$ cat src/rtl/dds_freq_meter.sv
// Frequency meter for an 8-bit DDS sample stream: counts hysteresis-qualified
// rising mid-scale crossings over a gate window and divides them into a tuning word.
module dds_freq_meter #(
  parameter int unsigned GATE_CYCLES = 1_000_000,
  parameter int unsigned HYST        = 4
) (
  input  logic        clk_i,
  input  logic        rst_i,
  input  logic [7:0]  data_i,
  input  logic        start_i,
  output logic        busy_o,
  output logic        valid_o,
  output logic [31:0] freq_o,
  output logic [15:0] count_o,
  output logic        err_o
);

  localparam logic [7:0]  ARM_LVL  = 8'(128 - HYST);
  localparam logic [7:0]  FIRE_LVL = 8'(128 + HYST);
  localparam logic [31:0] G_LAST   = 32'(GATE_CYCLES - 1);
  localparam logic [15:0] N_MAX    = 16'hFFFF;

  typedef enum logic [2:0] {
    S_IDLE, S_WAIT_FIRST, S_GATE, S_DIVIDE, S_DONE
  } state_e;

  state_e      state_q, state_d;
  logic [31:0] g_q, g_d;
  logic [15:0] n_q, n_d;
  logic [31:0] t_first_q, t_first_d;
  logic [31:0] t_last_q, t_last_d;
  logic        armed_q, armed_d;
  logic        err_q, err_d;
  logic [32:0] rem_q, rem_d;
  logic [31:0] div_q, div_d;
  logic [31:0] quo_q, quo_d;
  logic [4:0]  bit_q, bit_d;
  logic        busy_q, busy_d;
  logic        valid_q, valid_d;
  logic [31:0] freq_q, freq_d;
  logic [15:0] count_q, count_d;
  logic        res_err_q, res_err_d;

  logic        fire_c;
  logic        last_c;
  logic [33:0] rem_sh_c;

  always_comb begin
    state_d   = state_q;
    g_d       = g_q;
    n_d       = n_q;
    t_first_d = t_first_q;
    t_last_d  = t_last_q;
    armed_d   = armed_q;
    err_d     = err_q;
    rem_d     = rem_q;
    div_d     = div_q;
    quo_d     = quo_q;
    bit_d     = bit_q;
    busy_d    = busy_q;
    valid_d   = 1'b0;
    freq_d    = freq_q;
    count_d   = count_q;
    res_err_d = res_err_q;

    fire_c   = armed_q && (data_i >= FIRE_LVL);
    last_c   = (g_q == G_LAST);
    rem_sh_c = {rem_q, 1'b0};

    // Detector: a sample at or below the arm level re-arms even on a firing edge
    if (state_q == S_WAIT_FIRST || state_q == S_GATE) begin
      g_d = g_q + 32'd1;
      if (data_i <= ARM_LVL) armed_d = 1'b1;
      else if (fire_c)       armed_d = 1'b0;
    end

    case (state_q)
      S_IDLE: begin
        if (start_i) begin
          state_d   = S_WAIT_FIRST;
          g_d       = '0;
          n_d       = '0;
          t_first_d = '0;
          t_last_d  = '0;
          armed_d   = 1'b0;
          err_d     = 1'b0;
          busy_d    = 1'b1;
        end
      end
      S_WAIT_FIRST: begin
        if (fire_c) begin
          t_first_d = g_q;
          n_d       = 16'd1;
          state_d   = S_GATE;
        end
        if (last_c) begin
          state_d = S_DONE;
          err_d   = 1'b1;
        end
      end
      S_GATE: begin
        if (fire_c && (n_q != N_MAX)) begin
          n_d      = n_q + 16'd1;
          t_last_d = g_q;
        end
        if (last_c) begin
          if (n_d >= 16'd2) begin
            state_d = S_DIVIDE;
            div_d   = t_last_d - t_first_q;
            rem_d   = {17'd0, 16'(n_d - 16'd1)};
            quo_d   = '0;
            bit_d   = '0;
          end else begin
            state_d = S_DONE;
            err_d   = 1'b1;
          end
        end
      end
      S_DIVIDE: begin
        // Restoring division, one quotient bit per cycle, MSB first
        if (rem_sh_c >= {2'b00, div_q}) begin
          rem_d = 33'(rem_sh_c - {2'b00, div_q});
          quo_d = {quo_q[30:0], 1'b1};
        end else begin
          rem_d = 33'(rem_sh_c);
          quo_d = {quo_q[30:0], 1'b0};
        end
        bit_d = 5'(bit_q + 5'd1);
        if (bit_q == 5'd31) state_d = S_DONE;
      end
      S_DONE: begin
        freq_d    = err_q ? 32'd0 : quo_q;
        count_d   = n_q;
        res_err_d = err_q;
        valid_d   = 1'b1;
        busy_d    = 1'b0;
        state_d   = S_IDLE;
      end
      default: state_d = S_IDLE;
    endcase
  end

  always_ff @(posedge clk_i or posedge rst_i) begin
    if (rst_i) begin
      state_q   <= S_IDLE;
      g_q       <= '0;
      n_q       <= '0;
      t_first_q <= '0;
      t_last_q  <= '0;
      armed_q   <= 1'b0;
      err_q     <= 1'b0;
      rem_q     <= '0;
      div_q     <= '0;
      quo_q     <= '0;
      bit_q     <= '0;
      busy_q    <= 1'b0;
      valid_q   <= 1'b0;
      freq_q    <= '0;
      count_q   <= '0;
      res_err_q <= 1'b0;
    end else begin
      state_q   <= state_d;
      g_q       <= g_d;
      n_q       <= n_d;
      t_first_q <= t_first_d;
      t_last_q  <= t_last_d;
      armed_q   <= armed_d;
      err_q     <= err_d;
      rem_q     <= rem_d;
      div_q     <= div_d;
      quo_q     <= quo_d;
      bit_q     <= bit_d;
      busy_q    <= busy_d;
      valid_q   <= valid_d;
      freq_q    <= freq_d;
      count_q   <= count_d;
      res_err_q <= res_err_d;
    end
  end

  assign busy_o  = busy_q;
  assign valid_o = valid_q;
  assign freq_o  = freq_q;
  assign count_o = count_q;
  assign err_o   = res_err_q;

endmodule

$ cat config.mk
export PLATFORM = sky130hd
export DESIGN_NAME = dds_freq_meter
export DESIGN_NICKNAME = d
export VERILOG_FILES = /design/src/rtl/dds_freq_meter.sv
export SDC_FILE = /design/constraint.sdc
export NUM_CORES = 1
export LEC_CHECK = 0
export ABC_AREA = 1
export CORE_AREA = 3 3 223 225
export DETAILED_ROUTE_END_ITERATION = 12
export DIE_AREA = 0 0 226 228
export GPL_TIMING_DRIVEN = 0
export PLACE_DENSITY = 0.47
export SLEW_MARGIN = 15
export SYNTH_ARGS = -nofsm -noshare
export SYNTH_HDL_FRONTEND = slang
export SYNTH_SLANG_ARGS = --single-unit
$ cat constraint.sdc
create_clock -name clk_i -period 11.6 [get_ports clk_i]
set_input_delay 2.9 -clock clk_i [delete_from_list [all_inputs] [get_ports clk_i]]
set_output_delay 2.9 -clock clk_i [all_outputs]
set_load 0.05 [all_outputs]
# After elaboration in Yosys (flattened, before gate mapping)
# Index checks and enable logic that the tools add are counted.
# classes
mux,46
add_sub_neg,6
n_eq_ne,15
order_cmp,4
n_reduce_logical,17
# ops
operator,n
$mux 32,10
$pmux 32 s2,3
$mux 33,3
$pmux 33 s2,1
$mux 16,4
$pmux 16 s3,1
$ge 34x32->1,1
$sub 33x32->33,1
$add 32x1->32 const B,1
$eq 32x20->1 const B,1
$sub 32x32->32,1
$mux 3,6
$add 16x1->16 const B,1
$ge 16x2->1 const B,1
$ne 16x16->1 const B,1
$sub 16x1->16 const B,1
$mux 1,12
$ne 2x2->1 const B,6
$pmux 3 s4,1
$reduce_and 3->1,4
$mux 5,2
$pmux 5 s2,1
$ge 8x8->1 const B,1
$le 8x7->1 const B,1
other kinds (17),23
# word_totals
output_inout_bits,51
inputBits,11
register_bits,270
wordCells,104

# Logic depth before layout (Yosys ltp)
# depth
word_depth,9
ltp_mapped,26
mapped_depth_nobuf,23

# Worst setup path before layout
# OpenSTA, ideal clock, no wires.
# synth_path
path_kind,input to register
start,input data_i[2]
end,register div_q[24]
t_arrival_ns,5.861
stages,19
required_ns,11.473
n_path_buf,3
setup_ns,0.127
setup_slack_ns,5.612
path_cell_list,nor2_1 -> nand3_1 -> nand3_1 -> nor2_2 -> buf_6 -> clkbuf_1 -> clkbuf_1 -> o21ai_0 -> ha_1 -> inv_1 -> fa_1 -> nand2_1 -> o21ai_0 -> a21oi_1 -> o21ai_0 -> nor2_1 -> o21ai_0 -> xnor2_1 -> o21ai_0
# synth_between
elab_chain_cells,7
elab_cells_between_ends,10
classes_between,add/sub: 1; order compare: 2; mux: 4; reduce/logical: 3
# synth_lines
item,line_no,rtl
"start, declared",9,"input logic [7:0] data_i,"
$ge 8x8->1 *,66,fire_c = armed_q && (data_i >= FIRE_LVL);
$logic_and 1x1->1 *,66,
$logic_and 1x1->1 *,102,if (fire_c && (n_q != N_MAX)) begin
branches (longest 4 deep; another with $sub 32x32->32),-,
"end signal, assigned",170,div_q <= div_d;
"end, declared",35,"logic [31:0] div_q, div_d;"
# Every way passes the cells marked *. The select of a mux whose other input is x is not followed.
# A chain may end at the register's enable or synchronous reset.

# Worst setup path in the final report
# Same ends and word-level chain as after synthesis.

==> metrics.yaml <==
floorplanning:
  dieArea_mm2: 0.0515
  pin_count: 62
  start_util_pct: 33.9
  core_mm2: 0.0477
  fp.dieH_um: 228
  rows: 80
  die_w_um: 226
cells_and_area:
  diodes: 0
  final_util_pct: 39.2
  drive_above_1_share_pct: 4.28
  nFillCells: 5045
  area.growth.synth_to_final_pct: 15.6
  layout.nets: 2378
worst_setup_path:
  worstPathArrival_ns: 7.62
  critical_path.max_stage_delay_ns: 0.51
  critPathBufInv: 5
  crit_type: "in -> reg"
  start_kind: "input port"
  cp-end-kind: "flop"
  crit_family: "buffers and inverters"
  required_ns: 12.01
  crit_path_frequent_cell: "o21ai_0"
  path_cells: "clkdlybuf4s50_1 -> nor2_1 -> nand3_1 -> nand3_1 -> nor2_2 -> buf_6 -> clkbuf_1 -> clkbuf_1 -> o21ai_0 -> ha_1 -> inv_1 -> fa_1 -> nand2_1 -> o21ai_0 -> a21oi_1 -> o21ai_0 -> nor2_1 -> o21ai_0 -> xnor2_1 -> o21ai_0"
  cp_slowest_cell: "o21ai_0"
  crit_fanout: 10
routing:
  wl_um: 50900
  first_iter_violations: 1007
  first_pass_iters: 5
  wl_per_cell_um: 17.4
  ant_nets: 0
  viasPerCell: 5.04
  drc: 0
  vias: 14800
power_and_ir_drop:
  p_switching_mw: 0.444
  p_int_mw: 1.58
  p_seq_share_pct: 46.5
  clkPwrFrac_pct: 52.2
  ir_drop_uv: 89.8
  swShare_pct: 21.9
  power.density_mw_per_mm2: 108
  leakage_nw: 8.77
  combPwrFrac_pct: 1.3
placed_design:
  gp_congestion: 0.907
  hpwlAfterDp_um: 39200
  numPortBuffers: 61
  dpl_worst_slack_ns: 3.83
logic_synthesis:
  ys_ff_latch: 270
  yosys.area.top_type: "dfrtp_1"
  synth-edff-count: 0
  synth.most_common_cell: "nand2_1"
  synth_nets: 2278
  yosys-top-cells-area: "dfrtp_1 (42%), nand2_1 (12%), o21ai_0 (8.3%)"
  yosysUniqueCellTypes: 45
  synth_top_area_share_pct: 41.7
  synth_common_cells: "nand2_1 (511), inv_1 (305), dfrtp_1 (270)"
  avgSynthCellArea_um2: 7.38
  async_reset_ff_share_pct: 100
  yosys_warnings: 0
  seq_area_frac_synth_pct: 41.7
  synth_flop_cell: "dfrtp_1"
  synth_cells: 2196
  synth.cell_area_mm2: 0.0162
timing:
  hold_viol_final: 0
  setup_viol: 0
  drv_slew: 0
  skew_ns: 0.0142
  tns_ns: 0
  setup_ws_ns: 4.39
  max_freq_ghz: 0.139
  tightest_slew_ns: 1.20
  rsz0062_at_grt: "false"
  post-route-min-period_ns: 7.21
  layout_worst_path_cycle_share_pct: 62.2
  whs_ns: 0.471
  max_slew_margin_pct: 19.4
worst_hold_path:
  hold_path_class: "reg -> reg"
clocking:
  clock_path_buffers: 3
  clkLatencyLatePin_ns: 0.54
  clk_pin_slew_worst_paths_ns: 0.05
  root_buffer: "clkbuf_16"
  cts_buffers: 35
  clkSinkCount: 270
  cts_resized: 0
  ctsHoldBuffers: 0
  cts_tree: "yes"
  htreeDepth: 2
  cts_setup_buffers: 0
global_routing:
  grt_pass1_vias: 14700
  gr-usage-all-layers_pct: 19.9
  grt_pass1_wl_um: 81600
  grt_max_degree: 107
  grt-ovfl-total: 0
  antenna_found_initial: 0
flow_run:
  drv_cap: 0
status:
  status: "completed"
[layer usage]
layer | global-route usage (%) | part of all wire (%) | vias to the layer above
met5 | 0 | 0 | -
met4 | 5.98 | 2.7 | 0
met3 | 2.53 | 3.2 | 81
met2 | 32.4 | 46 | 225
met1 | 27.5 | 48 | 7053
li1 | - | - | 7404
[sequential cells by signal (all words and copies together) (netlist names)]
register / count
busy_o: 1
state_q: 3
t_last_q: 32
g_q: 32
armed_q: 1
n_q: 16
valid_o: 1
div_q: 32
err_q: 1
freq_o: 32
quo_q: 32
count_o: 16
rem_q: 33
t_first_q: 32
bit_q: 5
err_o: 1
[cell usage in the layout (no fill, tap or decap), types with 5 or more instances in the layout]
master	netlist	final
a21o_1	8	8
a21oi_1	112	112
buf_2	14	14
o22ai_1	47	47
nand4_1	23	23
nor2_1	161	161
o21ai_0	269	269
nor4_1	13	13
a31oi_1	5	5
a21boi_0	5	5
nor3_1	27	27
o21ai_1	13	13
nor2_2	7	7
nand2_2	9	9
dfrtp_1	270	270
ha_1	69	69
o21bai_1	6	6
xnor2_1	33	33
clkdlybuf4s50_1	0	61
clkbuf_1	54	61
nand2_1	511	511
o211ai_1	12	12
nand3_1	154	154
clkbuf_16	0	35
inv_1	305	304
clkbuf_8	0	6
xor2_1	30	30
[cell type report]
cell class,count,area [um^2],area share (%)
buffer,74,325,1.74
clock inverter,8,96.3,0.514
clock buffer,48,985,5.26
inverter,310,1170,6.27
sequential,270,6760,36.1
timing repair buffer,63,666,3.55
multi-input combinational,1542,7960,42.5
tap,615,769,4.11
[logic make-up after synthesis]
group	count (synthesis)	synth area share [%]
AOI/OAI and AO/OA	490	16.3
xor gates and xnor gates	63	3.40
adders and majority gates	71	5.57
buffers and inverters	384	9.20
DFF	270	41.7
and+or+nand+nor	918	23.8
[power by group through the flow]
stage                     combinational (mW)  clock [mW]  sequential, mW
after global placement                0.0257           0           0.960
after CTS                             0.0286        1.10           0.942
after detailed placement              0.0286           0           0.959
after floorplan                       0.0152           0           0.960
after global routing                  0.0313        1.13           0.942
final                                 0.0265        1.06           0.943
[through the flow]
step | instances | power [mW] | area, um^2
after floorplan | 2196 | 0.975 | 16200
after global placement | 2872 | 0.986 | 17600
after detailed placement | 2874 | 0.988 | 17700
after CTS | 2930 | 2.07 | 18700
after global routing | 2930 | 2.10 | 18700
final | 2930 | 2.03 | 18700
[worst reg2reg max path, delay by kind of cell, from the launching register on]
kind | cells | cell delay [ns]
AO/OA/AOI/OAI | 6 | 1.60
XOR/XNOR | 1 | 0.18
adder cells (fa/ha/maj) | 3 | 0.73
buffers and inverters | 4 | 1.19
flip-flops | 1 | 0.42
AND/OR/NAND/NOR | 7 | 0.77
[path summary, 6_finish.rpt]
kind,start,end,slack (ns),cells after the start
worst max-delay path,data_i[2],div_q[24],4.39,20
worst min-delay path,err_q,err_q,0.47,2
worst max register to register,n_q[0],div_q[24],6.57,21
worst min register to register,err_q,err_q,0.47,2
max in group asynchronous,rst_i,freq_o[13],7.72,3
min in group asynchronous,rst_i,valid_o,2.88,2
No activity file was read; power rests on OpenSTA's default activity.
